<file path="src/rtl/fsb_if.sv">
// CPU-side bus bundle for the fast-bus cycle controller.
// The master drives the CPU strobes, decodes and acks; the slave (controller) drives the terminations and status.
interface fsb_if #(
    parameter int NCH = 4,
    parameter int WSW = 3
);
    logic               nAS;
    logic [NCH-1:0]     CS;
    logic [NCH*WSW-1:0] WS;
    logic               IACS;
    logic [NCH-1:0]     ExtRdy;
    logic               nBERRExt;
    logic               RefAck;
    logic               nDTACK;
    logic               nVPA;
    logic               nBERR;
    logic               ASActive;
    logic               ASInactive;
    logic               RefReq;
    logic               RefUrgent;
    logic               RefOverrun;

    modport master (
        output nAS, CS, WS, IACS, ExtRdy, nBERRExt, RefAck,
        input  nDTACK, nVPA, nBERR, ASActive, ASInactive, RefReq, RefUrgent, RefOverrun
    );

    modport slave (
        input  nAS, CS, WS, IACS, ExtRdy, nBERRExt, RefAck,
        output nDTACK, nVPA, nBERR, ASActive, ASInactive, RefReq, RefUrgent, RefOverrun
    );
endinterface

</file>
<file path="src/rtl/fsb_ctrl.sv">
// Fast-bus cycle controller: terminates 68000 bus cycles with nDTACK/nVPA/nBERR per chip-select channel,
// with a bus-timeout watchdog and a refresh scheduler that accumulates debt.
module fsb_ctrl #(
    parameter int             NCH       = 4,
    parameter int             WSW       = 3,
    parameter logic [NCH-1:0] EXTMASK   = 4'b1000,
    parameter int             REF_DIV   = 256,
    parameter int             REF_URG   = 128,
    parameter int             MAXDEBT   = 3,
    parameter int             TO_CYCLES = 200
) (
    input logic  FCLK,
    input logic  nRES,
    fsb_if.slave bus
);
    localparam int CHW = (NCH > 1) ? $clog2(NCH) : 1;
    localparam int TOW = $clog2(TO_CYCLES);
    localparam int RCW = $clog2(REF_DIV);
    localparam int DW  = $clog2(MAXDEBT + 1);

    localparam logic [2:0] S_IDLE = 3'd0;
    localparam logic [2:0] S_WAIT = 3'd1;
    localparam logic [2:0] S_EXTW = 3'd2;
    localparam logic [2:0] S_ACK  = 3'd3;
    localparam logic [2:0] S_VPA  = 3'd4;
    localparam logic [2:0] S_BERR = 3'd5;

    logic [2:0]     state, state_nx;
    logic [CHW-1:0] ch, ch_nx, ch_sel;
    logic [WSW-1:0] wcnt, wcnt_nx, ws_sel;
    logic [WSW-1:0] ws_arr [NCH];
    logic [TOW-1:0] to_cnt, to_inc;
    logic           nosel, nosel_nx;
    logic           any_cs, timeout;
    logic           as_q, as_active, as_inactive;
    logic [RCW-1:0] ref_cnt;
    logic [DW-1:0]  debt;
    logic           ref_wrap, ack_eff, overrun;

    assign as_active   = ~bus.nAS;
    assign as_inactive = bus.nAS & as_q;

    // Lowest-index asserted chip select wins
    always_comb begin
        ch_sel = '0;
        for (int i = NCH - 1; i >= 0; i--) begin
            if (bus.CS[i]) ch_sel = CHW'(i);
        end
        for (int i = 0; i < NCH; i++) begin
            ws_arr[i] = bus.WS[i*WSW +: WSW];
        end
    end

    assign any_cs  = |bus.CS;
    assign ws_sel  = ws_arr[ch_sel];
    assign to_inc  = to_cnt + 1'b1;
    assign timeout = (to_inc == TOW'(TO_CYCLES - 1));

    always_comb begin
        state_nx = state;
        ch_nx    = ch;
        wcnt_nx  = wcnt;
        nosel_nx = nosel;
        case (state)
            S_IDLE: begin
                if (as_active) begin
                    ch_nx    = ch_sel;
                    wcnt_nx  = ws_sel;
                    nosel_nx = ~any_cs & ~bus.IACS;
                    if (bus.IACS)                               state_nx = S_VPA;
                    else if (!any_cs)                           state_nx = S_WAIT;
                    else if (ws_sel == '0 && EXTMASK[ch_sel])   state_nx = S_EXTW;
                    else                                        state_nx = S_WAIT;
                end
            end
            S_WAIT: begin
                // An abandoned cycle (strobe released before termination) drops straight back to idle
                if (as_inactive)  state_nx = S_IDLE;
                else if (timeout) state_nx = S_BERR;
                else if (!nosel) begin
                    if (wcnt != '0) wcnt_nx  = wcnt - 1'b1;
                    else            state_nx = EXTMASK[ch] ? S_EXTW : S_ACK;
                end
            end
            S_EXTW: begin
                if (as_inactive)        state_nx = S_IDLE;
                else if (timeout)       state_nx = S_BERR;
                else if (!bus.nBERRExt) state_nx = S_BERR;
                else if (bus.ExtRdy[ch]) state_nx = S_ACK;
            end
            S_ACK, S_VPA, S_BERR: begin
                if (as_inactive) state_nx = S_IDLE;
            end
            default: state_nx = S_IDLE;
        endcase
    end

    // nVPA trails entry to VPA by one edge; nDTACK/nBERR follow the state entered on this edge
    always_ff @(posedge FCLK) begin
        if (!nRES) begin
            state      <= S_IDLE;
            ch         <= '0;
            wcnt       <= '0;
            nosel      <= 1'b0;
            to_cnt     <= '0;
            as_q       <= 1'b0;
            bus.nDTACK <= 1'b1;
            bus.nVPA   <= 1'b1;
            bus.nBERR  <= 1'b1;
        end else begin
            state      <= state_nx;
            ch         <= ch_nx;
            wcnt       <= wcnt_nx;
            nosel      <= nosel_nx;
            as_q       <= as_active;
            if (state == S_WAIT || state == S_EXTW) to_cnt <= to_inc;
            else if (state == S_IDLE)               to_cnt <= '0;
            bus.nDTACK <= ~(state_nx == S_ACK);
            bus.nVPA   <= ~(state == S_VPA && state_nx == S_VPA);
            bus.nBERR  <= ~(state_nx == S_BERR);
        end
    end

    assign ref_wrap = (ref_cnt == RCW'(REF_DIV - 1));
    assign ack_eff  = bus.RefAck & (debt != '0);

    // A wrap and a completed refresh on the same edge cancel out
    always_ff @(posedge FCLK) begin
        if (!nRES) begin
            ref_cnt <= '0;
            debt    <= '0;
            overrun <= 1'b0;
        end else begin
            ref_cnt <= ref_wrap ? '0 : ref_cnt + 1'b1;
            if (ref_wrap && !ack_eff) begin
                if (debt == DW'(MAXDEBT)) overrun <= 1'b1;
                else                      debt    <= debt + 1'b1;
            end else if (!ref_wrap && ack_eff) begin
                debt <= debt - 1'b1;
            end
        end
    end

    assign bus.ASActive   = as_active;
    assign bus.ASInactive = as_inactive;
    assign bus.RefReq     = (debt != '0);
    assign bus.RefUrgent  = (debt >= DW'(2)) || (debt == DW'(1) && ref_cnt >= RCW'(REF_URG));
    assign bus.RefOverrun = overrun;
endmodule

</file>
<file path="src/flat_wrapper.sv">
// flat-port wrapper written by rule: the top's interface ports become plain ports
module fsb_ctrl_flat 
#(
    parameter int             NCH       = 4,
    parameter int             WSW       = 3,
    parameter logic [NCH-1:0] EXTMASK   = 4'b1000,
    parameter int             REF_DIV   = 256,
    parameter int             REF_URG   = 128,
    parameter int             MAXDEBT   = 3,
    parameter int             TO_CYCLES = 200
)
  (FCLK, nRES, bus_nAS, bus_CS, bus_WS, bus_IACS, bus_ExtRdy, bus_nBERRExt, bus_RefAck, bus_nDTACK, bus_nVPA, bus_nBERR, bus_ASActive, bus_ASInactive, bus_RefReq, bus_RefUrgent, bus_RefOverrun);
  fsb_if #(.NCH(NCH), .WSW(WSW)) bus_i ();
  input logic FCLK;
  input logic nRES;
  input wire logic [$bits(bus_i.nAS)-1:0] bus_nAS;
  input wire logic [$bits(bus_i.CS)-1:0] bus_CS;
  input wire logic [$bits(bus_i.WS)-1:0] bus_WS;
  input wire logic [$bits(bus_i.IACS)-1:0] bus_IACS;
  input wire logic [$bits(bus_i.ExtRdy)-1:0] bus_ExtRdy;
  input wire logic [$bits(bus_i.nBERRExt)-1:0] bus_nBERRExt;
  input wire logic [$bits(bus_i.RefAck)-1:0] bus_RefAck;
  output wire logic [$bits(bus_i.nDTACK)-1:0] bus_nDTACK;
  output wire logic [$bits(bus_i.nVPA)-1:0] bus_nVPA;
  output wire logic [$bits(bus_i.nBERR)-1:0] bus_nBERR;
  output wire logic [$bits(bus_i.ASActive)-1:0] bus_ASActive;
  output wire logic [$bits(bus_i.ASInactive)-1:0] bus_ASInactive;
  output wire logic [$bits(bus_i.RefReq)-1:0] bus_RefReq;
  output wire logic [$bits(bus_i.RefUrgent)-1:0] bus_RefUrgent;
  output wire logic [$bits(bus_i.RefOverrun)-1:0] bus_RefOverrun;
  assign bus_i.nAS = bus_nAS;
  assign bus_i.CS = bus_CS;
  assign bus_i.WS = bus_WS;
  assign bus_i.IACS = bus_IACS;
  assign bus_i.ExtRdy = bus_ExtRdy;
  assign bus_i.nBERRExt = bus_nBERRExt;
  assign bus_i.RefAck = bus_RefAck;
  assign bus_nDTACK = bus_i.nDTACK;
  assign bus_nVPA = bus_i.nVPA;
  assign bus_nBERR = bus_i.nBERR;
  assign bus_ASActive = bus_i.ASActive;
  assign bus_ASInactive = bus_i.ASInactive;
  assign bus_RefReq = bus_i.RefReq;
  assign bus_RefUrgent = bus_i.RefUrgent;
  assign bus_RefOverrun = bus_i.RefOverrun;
  fsb_ctrl #(.NCH(NCH), .WSW(WSW), .EXTMASK(EXTMASK), .REF_DIV(REF_DIV), .REF_URG(REF_URG), .MAXDEBT(MAXDEBT), .TO_CYCLES(TO_CYCLES)) u_core (.FCLK(FCLK), .nRES(nRES), .bus(bus_i));
endmodule
</file>
<file path="config.mk">
export PLATFORM = sky130hd
export DESIGN_NAME = fsb_ctrl_flat
export DESIGN_NICKNAME = d
export VERILOG_FILES = /design/src/rtl/fsb_if.sv /design/src/rtl/fsb_ctrl.sv /design/src/flat_wrapper.sv
export SDC_FILE = /design/constraint.sdc
export NUM_CORES = 1
export LEC_CHECK = 0
export BUFFER_PORTS_ARGS = -buffer_cell sky130_fd_sc_hd__buf_2
export CORE_MARGIN = 5
export CORE_UTILIZATION = 55
export CTS_CLUSTER_DIAMETER = 40
export DETAILED_ROUTE_END_ITERATION = 8
export PLACE_DENSITY = 0.75
export SYNTH_ARGS = -nofsm -noshare
export SYNTH_HDL_FRONTEND = slang
export SYNTH_SLANG_ARGS = --single-unit
</file>
<file path="constraint.sdc">
create_clock -name FCLK -period 2.5 [get_ports FCLK]
set_input_delay 0.375 -clock FCLK [delete_from_list [all_inputs] [get_ports FCLK]]
set_output_delay 0.375 -clock FCLK [all_outputs]
set_load 0.01 [all_outputs]
</file>
# Yosys cells after proc, flatten, opt, wreduce, memory -nomap -nowiden
# Index checks and enable logic that the tools add are counted.
# Widths: inputs -> output; s select.
[totals]
register_bits = 32
in_bits = 26
[op_classes]
eq_ne = 18
bitwise = 11
add_sub_neg = 5
n_mux = 39
magnitude_cmp = 5
n_reduce_logical = 23
[ops]
columns = ["op", "count"]
rows = [
  ["$mux 3", 19],
  ["$add 8x1->8 const B", 2],
  ["$eq 8x8->1 const B", 2],
  ["$mux 2", 8],
  ["$mux 8", 2],
  ["$eq 3x3->1 const B", 4],
  ["$pmux 3 s4", 1],
  ["$ne 2x2->1 const B", 5],
  ["$eq 3x2->1 const B", 3],
  ["$ge 8x8->1 const B", 1],
  ["$reduce_bool 2->1", 4],
  ["$not 1->1", 7],
  ["$bmux 1 s2", 3],
  ["$bmux 3 s2", 1],
  ["$logic_not 3->1", 2],
  ["$lt 2x3->1 const B", 2],
  ["$pmux 3 s2", 1],
  ["$reduce_and 2->1", 3],
  ["$reduce_and 6->1", 1],
  ["$logic_and 1x1->1", 5],
  ["$mux 1", 4],
  ["$reduce_or 4->1", 1],
  ["$and 1x1->1", 3],
  ["$eq 3x1->1 const B", 1],
  ["other kinds (14)", 16],
]

# Depth between registers and ports, before layout
[logic_depth]
word_depth = 18
mapped_depth = 7

# Worst setup path after synthesis
# OpenSTA, ideal clock, no wires.
[synth_path]
path_kind = "input port to flip-flop"
startpoint = "in bus_CS[1]"
endpoint = "reg u_core.state[0]"
path_buffers = 1
t_required_ps = 2385
path_stages = 6
path_slack_ps = 639
arrival_time_ps = 1747
path_cell_list = "buf_2 or4b_2 o221ai_2 o21ai_0 a21o_1 o21a_1"
[synth_via]
elab_chain_len = 13
word_cells_on_any_way = 16
cone_classes = "mux: 12; bitwise: 1; reduce/logical: 3"
[synth_rtl]
columns = ["item", "line_no", "text"]
rows = [
  ["start, declared", "flat_wrapper.sv:17", "input wire logic [$bits(bus_i.CS)-1:0] bus_CS;"],
  ["$mux 2 (2 in a row)", "fsb_ctrl.sv:47", "if (bus.CS[i]) ch_sel = CHW'(i);"],
  ["$not 2->3 (implied by the code)", "fsb_ctrl.sv:55", "assign ws_sel = ws_arr[ch_sel];"],
  ["$bmux 3 s2", "fsb_ctrl.sv:55", ""],
  ["$mux 3 (implied by the code) (2 in a row)", "fsb_ctrl.sv:55", ""],
  ["$logic_not 3->1", "fsb_ctrl.sv:72", "else if (ws_sel == '0 && EXTMASK[ch_sel]) state_nx = S_EXTW;"],
  ["$logic_and 1x1->1", "fsb_ctrl.sv:72", ""],
  ["$mux 2", "fsb_ctrl.sv:72", ""],
  ["$mux 3 *", "fsb_ctrl.sv:71", "else if (!any_cs) state_nx = S_WAIT;"],
  ["$mux 3 *", "fsb_ctrl.sv:70", "if (bus.IACS) state_nx = S_VPA;"],
  ["$mux 3 *", "fsb_ctrl.sv:66", "if (as_active) begin"],
  ["$pmux 3 s4 *", "fsb_ctrl.sv:64", "case (state)"],
  ["end signal, assigned", "fsb_ctrl.sv:111", "state <= state_nx;"],
  ["end, declared", "fsb_ctrl.sv:28", "logic [2:0] state, state_nx;"],
]
# Mark *: on every way between the ends. The rest lies on a longest branch, timed or not. The select of a mux whose other input is x is not followed.
# A chain may end at the register's enable or synchronous reset.

# Final worst setup path
[layout_path]
startpoint = "reg u_core.state[0]"
endpoint = "reg u_core.wcnt[2]"
[layout_via]
elab_chain_len = 3
word_cells_on_any_way = 10
cone_classes = "eq/ne: 6; mux: 1; reduce/logical: 3"
[layout_rtl]
columns = ["item", "line_no", "text"]
rows = [
  ["$eq 3x1->1 / $logic_not 3->1 (equally long branches)", "fsb_ctrl.sv:64", ""],
  ["$ne 2x2->1 (no line), or another cell as far along", "n/a", ""],
  ["$reduce_and 6->1 (no line)", "n/a", ""],
  ["end signal, assigned", "fsb_ctrl.sv:113", "wcnt <= wcnt_nx;"],
  ["end, declared", "fsb_ctrl.sv:30", "logic [WSW-1:0] wcnt, wcnt_nx, ws_sel;"],
]
# Several ways; a longest one is shown, not always the timed one.

==> flow_metrics.env <==
export IMPL_outcome="complete, no violations"
export IMPL_yosys_top_cells_area="dfxtp_1 (31%), ha_1 (6.1%), nor2_1 (5.9%)"
export IMPL_cts_sinks=32
export IMPL_comb_power_share=0.279
export IMPL_avgRoutedWirePerCell_um=14.1
export IMPL_period_share=0.844
export IMPL_ff2ff_path_depth=5
export IMPL_drtAntennaViolNets=0
export IMPL_place_hpwl_um=3560
export IMPL_final_common_cell="buf_2"
export IMPL_synth_nets=283
export IMPL_ctsResizeCount=0
export IMPL_dr_pass1_iters=4
export IMPL_slew_headroom=0.644
export IMPL_layout_common_cells="buf_2 (33), nor2_1 (32), dfxtp_1 (32), a21oi_1 (15), nand2_1 (15)"
export IMPL_min_path_type="input pin to register"
export IMPL_area_growth_syn_to_layout_pct=14.8
export IMPL_hold_path_depth=2
export IMPL_async_flop_share=0
export IMPL_cp_required_ns=2.67
export IMPL_maxCapViolations=0
export IMPL_peakVddDrop_mv=0.473
export IMPL_ys_ff_latch=32
export IMPL_synth_edf_count=0
export IMPL_finalHoldViolations=0
export IMPL_clk_insertion_delay_late_ns=0.29
export IMPL_wl_um=4610
export IMPL_place_gp_congestion=0.867
export IMPL_synth_cell_types=63
export IMPL_timing_rr_end="u_core.wcnt[2]$_SDFFE_PN0P_"
export IMPL_nets=313
export IMPL_cts_buffers=5
export IMPL_finClkSkew_ns=0.0101
export IMPL_fmax_mhz=474
export IMPL_powerDensity_nw_per_um2=646
export IMPL_hold_end="u_core.as_q$_SDFF_PN0_"
export IMPL_p_leak_nw=0.951
export IMPL_grt_pass1_wl_um=7850
export IMPL_max_slew_worst_pin_slew_ns=0.520
export IMPL_clock_power_share=0.326
export IMPL_grt_pass1_vias=1802
export IMPL_fin_worst_hold_slack_ns=0.370
export IMPL_row_count=22
export IMPL_clk_pin_slew_ns=0.07
export IMPL_worstSetupPathType="register to register"
export IMPL_vias_per_cell=5.78
export IMPL_synth_main_ff_cell="dfxtp_1"
export IMPL_grt_max_degree=15
export IMPL_synth_area_um2=2050
export IMPL_synth_warnings=0
export IMPL_dieArea_um2=5040
export IMPL_swShare=0.323
export IMPL_initial_utilization=0.564
export IMPL_coreArea_um2=3630
export IMPL_fin_ws_ns=0.390
export IMPL_port_buffers=33
export IMPL_cts_hold_buf=0
export IMPL_start_kind="register"
export IMPL_yosysTopAreaCell="dfxtp_1"
export IMPL_dr_total_vias=1885
export IMPL_syn_avg_cell_area_um2=8.29
export IMPL_period_needed_ns=2.11
export IMPL_rsz0062_at_grt="false"
export IMPL_htreeDepth=2
export IMPL_hp_start="bus_nAS"
export IMPL_drt_iter0_markers=61
export IMPL_root_buffer="clkbuf_8"
export IMPL_internal_power_mw=1.03
export IMPL_ys_seq_area_frac=0.313
export IMPL_synth_top_area_share=0.313
export IMPL_worst_ep_arrival_time_ns=2.28
export IMPL_place_ws_ns=0.418
export IMPL_n_antenna_cell=0
export IMPL_r2r_start="u_core.state[0]$_SDFF_PN0_"
export IMPL_setup_violations=0
export IMPL_grt_usage=0.191
export IMPL_clock_path_buffers=2
export IMPL_grt_overflow_total=0
export IMPL_path_max_fanout=13
export IMPL_setup_tns_ns=0
export IMPL_die_y_um=71.0
export IMPL_syn_inst=247
export IMPL_finalMaxSlewViolations=0
export IMPL_post_cts_buffers=0
export IMPL_die_w_um=71.0
export IMPL_cp_end_kind="register"
export IMPL_drive_above_1_share=0.223
export IMPL_ioPinCount=34
export IMPL_utilization=0.647
export IMPL_power_frac_seq=0.395
export IMPL_antenna_found_initial=0
export IMPL_drc=0
export IMPL_switchingPower_mw=0.490
export IMPL_cts_tree="built"
export IMPL_r2r_slack_ns=0.39
## how the worst max path moves through the flow
| stage | from | depth (start not counted) | endpoint |
|---|---|---|---|
| 6_report | u_core.state[0]$_SDFF_PN0_ | 5 | u_core.wcnt[2]$_SDFFE_PN0P_ |
| 5_1_grt | u_core.state[0]$_SDFF_PN0_ | 5 | u_core.wcnt[2]$_SDFFE_PN0P_ |
| 4_1_cts | u_core.state[0]$_SDFF_PN0_ | 5 | u_core.wcnt[2]$_SDFFE_PN0P_ |
| 3_5_place_dp | u_core.state[0]$_SDFF_PN0_ | 5 | u_core.wcnt[2]$_SDFFE_PN0P_ |
| 3_3_place_gp | u_core.state[0]$_SDFF_PN0_ | 4 | u_core.wcnt[1]$_SDFFE_PN0P_ |
| 2_1_floorplan | bus_CS[1] | 6 | u_core.state[0]$_SDFF_PN0_ |
## power by group through the flow
stage	registers, mW	logic (mW)	clock network, mW
after detailed placement	0.611	0.422	0
final	0.600	0.424	0.494
after floorplan	0.596	0.320	0
after global routing	0.609	0.477	0.527
after global placement	0.611	0.416	0
after CTS	0.600	0.424	0.501
## kinds of logic (layout without fill, tap and decap cells)
group / Yosys count / after routing / synth area share
buffers and inverters: 27 / 58 / 0.0531
and+or+nand+nor: 100 / 100 / 0.271
muxes: 3 / 3 / 0.0208
xor gates and xnor gates: 8 / 8 / 0.0342
AOI/OAI and AO/OA: 67 / 67 / 0.247
adders and majority gates: 10 / 10 / 0.0611
DFF: 32 / 32 / 0.313
## synthesized netlist by cell type, types with 3 or more instances
cell type and n:
a211oi_1 6, a21oi_1 15, or2_2 3, ha_1 10
nor2_1 32, nor2b_1 4, xor2_1 5, and3_1 4
nand2_1 15, o211ai_1 4, xnor2_1 3, and2_1 4
dfxtp_1 32, a31oi_1 6, inv_1 14, nor3_1 8
buf_2 5, o21ai_0 7, clkbuf_1 6, nand2b_1 10
## critical path, cell delays in order, from the launching register on
cell      delay, ns
dfxtp_1        0.57
or3b_1         0.52
nor4_1         0.35
nor2_1         0.11
o311ai_1       0.31
o31ai_1        0.12
## flip-flops by register name (all words and copies together) (netlist names)
register / count
u_core.wcnt: 3
u_core.bus.nDTACK: 1
u_core.ch: 2
u_core.nosel: 1
u_core.to_cnt: 8
u_core.ref_cnt: 8
u_core.bus.nBERR: 1
u_core.bus.nVPA: 1
u_core.as_q: 1
u_core.state: 3
u_core.bus.RefOverrun: 1
u_core.debt: 2
## final cells by class
| class | count | area (um^2) |
|---|---|---|
| clock buffer | 5 | 68.8 |
| inverter | 14 | 52.6 |
| sequential | 32 | 641 |
| multi-input combinational | 188 | 1300 |
| fill | 322 | 1280 |
| tap | 48 | 60.1 |
| clock inverter | 3 | 42.5 |
| timing repair buffer | 36 | 188 |
## per-layer routing
layer | up-vias | track usage | part of all wire
met1 | 862 | 0.251 | 0.48
li1 | 963 | - | -
met5 | - | 0 | 0
met3 | 10 | 0.0540 | 0.050
met4 | 0 | 0.0585 | 0.020
met2 | 50 | 0.303 | 0.45
## per-stage QoR
step / instance area (um^2) / power (mW) / std cells
after CTS: 2350 / 1.53 / 326
final: 2350 / 1.52 / 326
after detailed placement: 2240 / 1.03 / 318
after floorplan: 2050 / 0.917 / 247
after global placement: 2240 / 1.03 / 318
after global routing: 2350 / 1.61 / 326
(Power assumes the default switching activity.)
